<file path="src/rtl/layer_generator.sv">
// Per-row platform generator: 8 LFSR-driven GEN cycles compose a row, which COMMIT publishes and READY holds until a jump consumes it.
// Jump at edge T gives a fresh row after edge T+9; jumps during GEN/COMMIT set sticky overrun. LAYER_GEN_SAFE_START_EN adds hazard-free start rows.
module layer_generator #(
  parameter logic [15:0] SEED       = 16'hACE1,
  parameter int          DENSITY    = 3,
  parameter int          HAZARD     = 2,
  parameter int          PATH_START = 3
`ifdef LAYER_GEN_SAFE_START_EN
  , parameter int        SAFE_ROWS  = 5
`endif
) (
  input  logic       clk,
  input  logic       rst,
  input  logic       module_en,
  input  logic       jump_left,
  input  logic       jump_right,
  output logic [0:6] layer_map_out,
  output logic [0:6] block_type_out,
  output logic       row_ready,
  output logic [2:0] path_col,
  output logic       overrun
);

  localparam logic [15:0] SEED_EFF = (SEED == 16'h0000) ? 16'hACE1 : SEED;
  localparam logic [3:0]  DENS     = 4'(DENSITY);
  localparam logic [3:0]  HAZ      = 4'(HAZARD);
  localparam logic [2:0]  PSTART   = 3'(PATH_START);

  typedef enum logic [1:0] {IDLE, GEN, COMMIT, READY} state_t;

  state_t      state_q, state_d;
  logic [15:0] lfsr_q, lfsr_d;
  logic [2:0]  k_q, k_d;
  logic [2:0]  path_q, path_d;
  logic [2:0]  spath_q, spath_d;
  logic [0:6]  map_q, map_d, blk_q, blk_d;
  logic [0:6]  smap_q, smap_d, sblk_q, sblk_d;
  logic        ready_q, ready_d;
  logic        overrun_q, overrun_d;
  logic        first_q, first_d;
`ifdef LAYER_GEN_SAFE_START_EN
  logic [2:0]  safe_q, safe_d;
`endif

  logic       jump;
  logic       fb;
  logic       present;
  logic       hazard;
  logic [2:0] col;

  always_comb begin
    jump    = jump_left | jump_right;
    fb      = lfsr_q[15] ^ lfsr_q[13] ^ lfsr_q[12] ^ lfsr_q[10];
    col     = k_q - 3'd1;
    present = ({1'b0, lfsr_q[2:0]} < DENS);
    hazard  = present && ({1'b0, lfsr_q[5:3]} < HAZ);

    state_d   = state_q;
    lfsr_d    = lfsr_q;
    k_d       = k_q;
    path_d    = path_q;
    spath_d   = spath_q;
    map_d     = map_q;
    blk_d     = blk_q;
    smap_d    = smap_q;
    sblk_d    = sblk_q;
    ready_d   = ready_q;
    overrun_d = overrun_q;
    first_d   = first_q;
`ifdef LAYER_GEN_SAFE_START_EN
    safe_d    = safe_q;
`endif

    if (!module_en) begin
      // LFSR deliberately keeps running state across disable; only the row/path state is cleared
      state_d   = IDLE;
      k_d       = '0;
      path_d    = PSTART;
      map_d     = '0;
      blk_d     = '0;
      ready_d   = 1'b0;
      overrun_d = 1'b0;
      first_d   = 1'b1;
    end else begin
      case (state_q)
        IDLE: begin
          state_d = GEN;
          k_d     = '0;
          first_d = 1'b1;
`ifdef LAYER_GEN_SAFE_START_EN
          safe_d  = 3'(SAFE_ROWS);
`endif
        end
        GEN: begin
          lfsr_d = {lfsr_q[14:0], fb};
          k_d    = k_q + 3'd1;
          if (jump) overrun_d = 1'b1;
          if (k_q == 3'd0) begin
            smap_d = '0;
            sblk_d = '0;
            if (first_q)              spath_d = path_q;
            else if (path_q == 3'd0)  spath_d = 3'd1;
            else if (path_q == 3'd6)  spath_d = 3'd5;
            else if (lfsr_q[0])       spath_d = path_q + 3'd1;
            else                      spath_d = path_q - 3'd1;
          end else begin
            for (int i = 0; i < 7; i++) begin
              if (col == 3'(i)) begin
                smap_d[i] = (col == spath_q) ? 1'b1 : present;
                sblk_d[i] = (col == spath_q) ? 1'b0 : hazard;
              end
            end
          end
          if (k_q == 3'd7) state_d = COMMIT;
        end
        COMMIT: begin
          map_d   = smap_q;
          blk_d   = sblk_q;
`ifdef LAYER_GEN_SAFE_START_EN
          if (safe_q != 3'd0) begin
            blk_d  = '0;
            safe_d = safe_q - 3'd1;
          end
`endif
          path_d  = spath_q;
          ready_d = 1'b1;
          first_d = 1'b0;
          if (jump) overrun_d = 1'b1;
          state_d = READY;
        end
        READY: begin
          if (jump) begin
            ready_d = 1'b0;
            k_d     = '0;
            state_d = GEN;
          end
        end
        default: state_d = IDLE;
      endcase
    end
  end

  always_ff @(posedge clk) begin
    if (rst) begin
      state_q   <= IDLE;
      lfsr_q    <= SEED_EFF;
      k_q       <= '0;
      path_q    <= PSTART;
      spath_q   <= PSTART;
      map_q     <= '0;
      blk_q     <= '0;
      smap_q    <= '0;
      sblk_q    <= '0;
      ready_q   <= 1'b0;
      overrun_q <= 1'b0;
      first_q   <= 1'b1;
`ifdef LAYER_GEN_SAFE_START_EN
      safe_q    <= '0;
`endif
    end else begin
      state_q   <= state_d;
      lfsr_q    <= lfsr_d;
      k_q       <= k_d;
      path_q    <= path_d;
      spath_q   <= spath_d;
      map_q     <= map_d;
      blk_q     <= blk_d;
      smap_q    <= smap_d;
      sblk_q    <= sblk_d;
      ready_q   <= ready_d;
      overrun_q <= overrun_d;
      first_q   <= first_d;
`ifdef LAYER_GEN_SAFE_START_EN
      safe_q    <= safe_d;
`endif
    end
  end

  assign layer_map_out  = map_q;
  assign block_type_out = blk_q;
  assign row_ready      = ready_q;
  assign path_col       = path_q;
  assign overrun        = overrun_q;

endmodule

</file>
<file path="config.mk">
export PLATFORM = sky130hd
export DESIGN_NAME = layer_generator
export DESIGN_NICKNAME = d
export VERILOG_FILES = /design/src/rtl/layer_generator.sv
export SDC_FILE = /design/constraint.sdc
export NUM_CORES = 1
export LEC_CHECK = 0
export BUFFER_PORTS_ARGS = -buffer_cell sky130_fd_sc_hd__buf_2
export CORE_UTILIZATION = 60
export DETAILED_ROUTE_END_ITERATION = 16
export PLACE_DENSITY_LB_ADDON = 0.12
export SLEW_MARGIN = 40
export SYNTH_ARGS = -nofsm -noshare
export SYNTH_HDL_FRONTEND = slang
export SYNTH_SLANG_ARGS = --single-unit
</file>
<file path="constraint.sdc">
create_clock -name clk -period 3.01 [get_ports clk]
set_input_delay 0.1505 -clock clk [delete_from_list [all_inputs] [get_ports clk]]
set_output_delay 0.1505 -clock clk [all_outputs]
set_load 0.03 [all_outputs]
</file>
# --- After elaboration in Yosys (flattened, before gate mapping) ---
# Index checks and enable logic that the tools add are counted.
totals:
  mem_count: 0
  mem_bits_rw: 0
  romBits: 0
  regBits: 58
  latchBits: 0
  in_bits: 5
op_classes:
  mux: 30
  n_eq_ne: 14
  bitwise_logic: 5
  n_reduce_logical: 30
  shifts: 0
  multipliers: 0
  add_sub_neg: 4
  n_div: 0
  n_lt_le_gt_ge: 2
ops:
  columns: ["cell", "count"]
  rows:
  - ["AND reduction 3 bit", 8]
  - ["nonzero test 2 bit", 9]
  - ["two-way mux 1 bit", 17]
  - ["== test 3 bit, second input constant", 5]
  - ["two-way mux 3 bit", 5]
  - ["two-way mux 7 bit", 2]
  - ["AND reduction 2 bit", 5]
  - ["zero test 3 bit", 3]
  - ["one-hot mux 3 bit (3 select lines)", 1]
  - ["one-hot mux 2 bit (4 select lines)", 1]
  - ["adder 3 x 1 -> 3 bit, second input constant", 2]
  - ["== test 3 x 2 -> 1 bit, second input constant", 2]
  - ["< comparator 3 x 2 -> 1 bit, second input constant", 2]
  - ["subtractor 3 x 1 -> 3 bit, second input constant", 2]
  - ["== test 2 bit, second input constant", 2]
  - ["two-way mux 2 bit", 2]
  - ["!= test 2 bit, second input constant", 2]
  - ["one-hot mux 1 bit (2 select lines)", 2]
  - ["OR reduction 2 bit", 2]
  - ["== test 3 x 1 -> 1 bit, second input constant", 1]
  - ["== test 3 bit", 1]
  - ["nonzero test 3 bit", 1]
  - ["bitwise XOR 1 bit", 3]
  - ["== test 2 x 1 -> 1 bit, second input constant", 1]
  - ["4 further kinds", 4]

# --- Depth between registers and ports, before layout ---
logic_depth:
  word_depth: 5
  mapped_depth: 7

# --- Worst setup path after synthesis ---
# No wires, ideal clock.
synth_timing:
  kind: "reg2reg"
  start: "register k_q[0]"
  end: "register smap_q[2] (netlist bit)"
  required_time_ps: 2878
  arrival_time_ps: 1582
  slack_ps: 1296
  stages_incl_launch_ff: 8
  path_buffers: 1
  path_cell_list: "dfxtp_1 -> inv_1 -> ha_1 -> buf_4 -> xnor2_1 -> a211oi_2 -> o211ai_1 -> o22ai_1"
synth_via:
  elab_chain_cells: 5
  elab_cells_between_ends: 9
  classes_between: "1 x add/sub; 2 x eq/ne; 3 x mux; 3 x reduce/logical"
synth_lines:
  columns: ["element", "line_no", "text"]
  rows:
  - ["start, declared", "33", "logic [2:0] k_q, k_d;"]
  - ["start signal, assigned", "163", "k_q <= k_d;"]
  - ["subtractor 3 x 1 -> 3 bit", "54", "col = k_q - 3'd1;"]
  - ["== test 3 bit", "109", "smap_d[i] = (col == spath_q) ? 1'b1 : present;"]
  - ["two-way mux 1 bit", "109", null]
  - ["two-way mux 1 bit", "108", "if (col == 3'(i)) begin"]
  - ["two-way mux 7 bit", "98", "if (k_q == 3'd0) begin"]
  - ["end signal, assigned", "168", "smap_q <= smap_d;"]
  - ["end, declared", "37", "logic [0:6] smap_q, smap_d, sblk_q, sblk_d;"]
# Several ways; a longest one is shown, not always the timed one. The select of a mux whose other input is x is not followed.
# A chain may end at the register's enable or synchronous reset.

# --- Final worst setup path ---
layout_timing:
  start: "register state_q[1]"
  end: "register spath_q[0]"
layout_via:
  elab_chain_cells: 2
layout_lines:
  columns: ["element", "line_no", "text"]
  rows:
  - ["start, declared", "31", "state_t state_q, state_d;"]
  - ["start signal, assigned", "161", "state_q <= state_d;"]
  - ["== test 2 x 1 -> 1 bit", "85", "case (state_q)"]
  - ["AND reduction 3 bit (no source line)", null, null]
  - ["end signal, assigned", "165", "spath_q <= spath_d;"]
  - ["end, declared", "35", "logic [2:0] spath_q, spath_d;"]
# No other way between the ends.

==> flow_metrics.py <==
metrics = {
    "critical_path": {
        "cp_top_family": "simple AND/OR/NAND/NOR gates",
        "crit_path_cell_trace": "inv_1, ha_1, and2_1, nand3b_1, a211o_1",
        "cp.required_ps": 3230,
        "cpMaxStageDelayCell": "and2_1",
        "slowest_delay_ps": 580,
        "worst-path-max-fanout": 18,
        "cp-end-kind": "register",
        "crit_arrival_ps": 2280,
        "worstSetupPathType": "reg2reg",
        "critPathBufInv": 1,
        "start_kind": "register",
    },
    "min_path": {
        "min_path_type": "in2reg",
    },
    "cts": {
        "cts.clk_slew.worst_paths_ps": 60,
        "cts_sinks": 58,
        "cts_root_buf": "clkbuf_8",
        "h-tree-depth": 3,
        "hold_buffers": 0,
        "clockBufferDepth": 2,
        "clock_latency_ps": 330,
        "cts_tree": "done",
        "ctsResizeCount": 0,
        "numCtsBuffers": 9,
        "post_cts_buffers": 0,
    },
    "global_route": {
        "antenna_found_initial": 0,
        "grt_pass1_wl_um": 7783,
        "grt_max_degree": 40,
        "grt_pass1_vias": 1791,
        "grt_overflow_total": 0,
        "grt_usage_pct": 23.05,
    },
    "floorplanning": {
        "num_io_pins": 24,
        "die_h_um": 68.41,
        "die_x_um": 68.41,
        "rows": 23,
        "core-area_um2": 4115,
        "initial_core_util_pct": 64.31,
        "die_area_um2": 4680,
    },
    "placed_design": {
        "dp.cells": 348,
        "place.gp.congestion": 0.8836,
        "place_ws_ps": 974.1,
        "io_buffers": 23,
        "dp_hpwl_um": 3309,
    },
    "detailed_routing": {
        "drt_iter0_drc": 125,
        "drt-wirelength-per-cell_um": 13.28,
        "drtAntennaViolNets": 0,
        "drc_errors": 0,
        "vias_per_cell": 5.486,
        "dr.pass1.iters": 4,
        "vias": 1997,
        "wl_um": 4834,
    },
    "synthesis": {
        "netlist_area_um2": 2646,
        "synth.most_common_cell": "dfxtp_1",
        "synth_async_sr_flop_share_pct": 0,
        "synth-edff-count": 0,
        "syn_inst": 290,
        "ys_seq_area_share_pct": 43.88,
        "synth_ff_type": "dfxtp_1",
        "yosys.area.top_type": "dfxtp_1",
        "yosys.area.top_type_share_pct": 43.88,
        "syn_nets": 306,
        "synth_area_leaders": "dfxtp_1 (44%), mux2i_1 (8.3%), nand2_1 (5.1%), nor2_1 (5.0%), ha_1 (4.7%)",
        "synth_seq_cells": 58,
        "synth_commonest_cells": "dfxtp_1 (58), nand2_1 (36), nor2_1 (35)",
        "yosys_warnings": 0,
        "synth_area_per_cell_um2": 9.125,
        "ys_types": 41,
    },
    "sta": {
        "min_period_ps": 2060,
        "final-max-slew-violation-count": 0,
        "fin_crit_sh_pct": 68.42,
        "fin_skew_ps": 7.551,
        "maxSlewHeadroom_pct": 57.38,
        "fmax_mhz": 485.5,
        "finalSetupViolCount": 0,
        "worst_slew_pin_slew_ps": 639.2,
        "final.setup.tns_ps": 0,
        "grt_setup_unrepaired": "false",
        "timing.final.ws_setup_ps": 950.5,
        "hold_viol_final": 0,
    },
    "run_status": {
        "status": "complete, no violations",
    },
    "layout": {
        "drive_gt1_share_pct": 14.97,
        "fin_nets": 325,
        "final_cells": 364,
        "syn2layout_area_growth_pct": 11.68,
        "diodes": 0,
    },
    "pwr": {
        "ir_drop_v": 0.0003114,
        "p_leak_nw": 1.183,
        "power_density_nw_per_um2": 537.6,
    },
    "job": {
        "max-cap-violations": 0,
    },
}
-- where the power goes --
group / switching (W) / internal, W / leakage, nW
Clock: 0.000296 / 0.000402 / 0.103
Combinational: 0.0000584 / 0.0000402 / 0.610
Sequential: 0.0000110 / 0.000781 / 0.470
-- stage by stage --
| stage | util (%) | instance area (um2) | power [W] | hold slack, ps |
|---|---|---|---|---|
| 2_1_floorplan | - | 2646 | 0.0008878 | 355.3 |
| 3_3_place_gp | 67.01 | 2758 | 0.0009063 | 440.1 |
| 3_5_place_dp | 67.07 | 2760 | 0.0009089 | 435.7 |
| 4_1_cts | 71.82 | 2955 | 0.001606 | 149.7 |
| 5_1_grt | 71.82 | 2955 | 0.001653 | 188.1 |
| 6_report | 71.82 | 2955 | 0.001589 | 157.5 |
-- tightest hold or removal path, stage by stage --
cell	delay (ps)
buf_2	90
o21ai_0	70
a21oi_1	130
-- sequential cells by signal (all words and copies together) (netlist names), 2 cells and up --
register and flops:
sblk_q 7, lfsr_q 16, spath_q 3, state_q 2, k_q 3, layer_map_out 7
block_type_out 7, path_col 3, smap_q 7
-- routing by layer --
layer,wire [um],global-route usage [%],vias to the layer above
met4,68,10.42,0
li1,-,-,1025
met3,145,7.000,8
met2,2307,37.01,32
met5,0,0,-
met1,2314,28.08,932
-- layout by cell type, fill, tap and decap left out, types with 2 or more instances in the layout --
cell	netlist	final
o41ai_2	2	2
o22ai_1	2	2
o32ai_1	3	3
mux2i_1	22	22
o31ai_1	3	3
a21oi_1	21	21
clkinv_2	0	3
nand2_1	36	36
buf_4	1	2
buf_2	5	23
nand2b_1	9	8
nand3b_1	15	15
nor2b_1	2	2
xnor2_1	6	6
a22o_1	4	4
dfxtp_1	58	58
o21ai_0	7	7
xor2_1	2	2
nand3_1	4	4
a211o_1	4	4
inv_1	11	11
nor2_1	35	35
ha_1	10	10
clkbuf_8	0	10
-- cell families after synthesis --
group           after synthesis  share of synthesized area (%)
xor+xnor                      9                          3.546
fa+ha+maj                    11                          5.485
compound gates               53                          13.71
flops                        58                          43.88
buf+inv                      28                          4.634
mux                          22                          8.321
simple gates                109                          20.43
-- final timing paths --
check,to,start,slack (ps),cells past startpoint
min,overrun$_SDFFE_PP0P_,jump_left,160,3
max,spath_q[0]$_SDFFE_PP1P_,state_q[1]$_SDFFE_PP0P_,950,5
min reg2reg,overrun$_SDFFE_PP0P_,overrun$_SDFFE_PP0P_,450,2
max reg2reg,spath_q[0]$_SDFFE_PP1P_,state_q[1]$_SDFFE_PP0P_,950,5
-- area by class of cell --
type / count / area, um2
multi-input combinational: 204 / 1365
sequential: 58 / 1161
fill: 319 / 1160
clock buffer: 11 / 141.4
timing repair buffer: 25 / 130.1
tap: 50 / 62.56
clock inverter: 5 / 53.80
inverter: 11 / 41.29
Power figures use the tool's default switching activity.
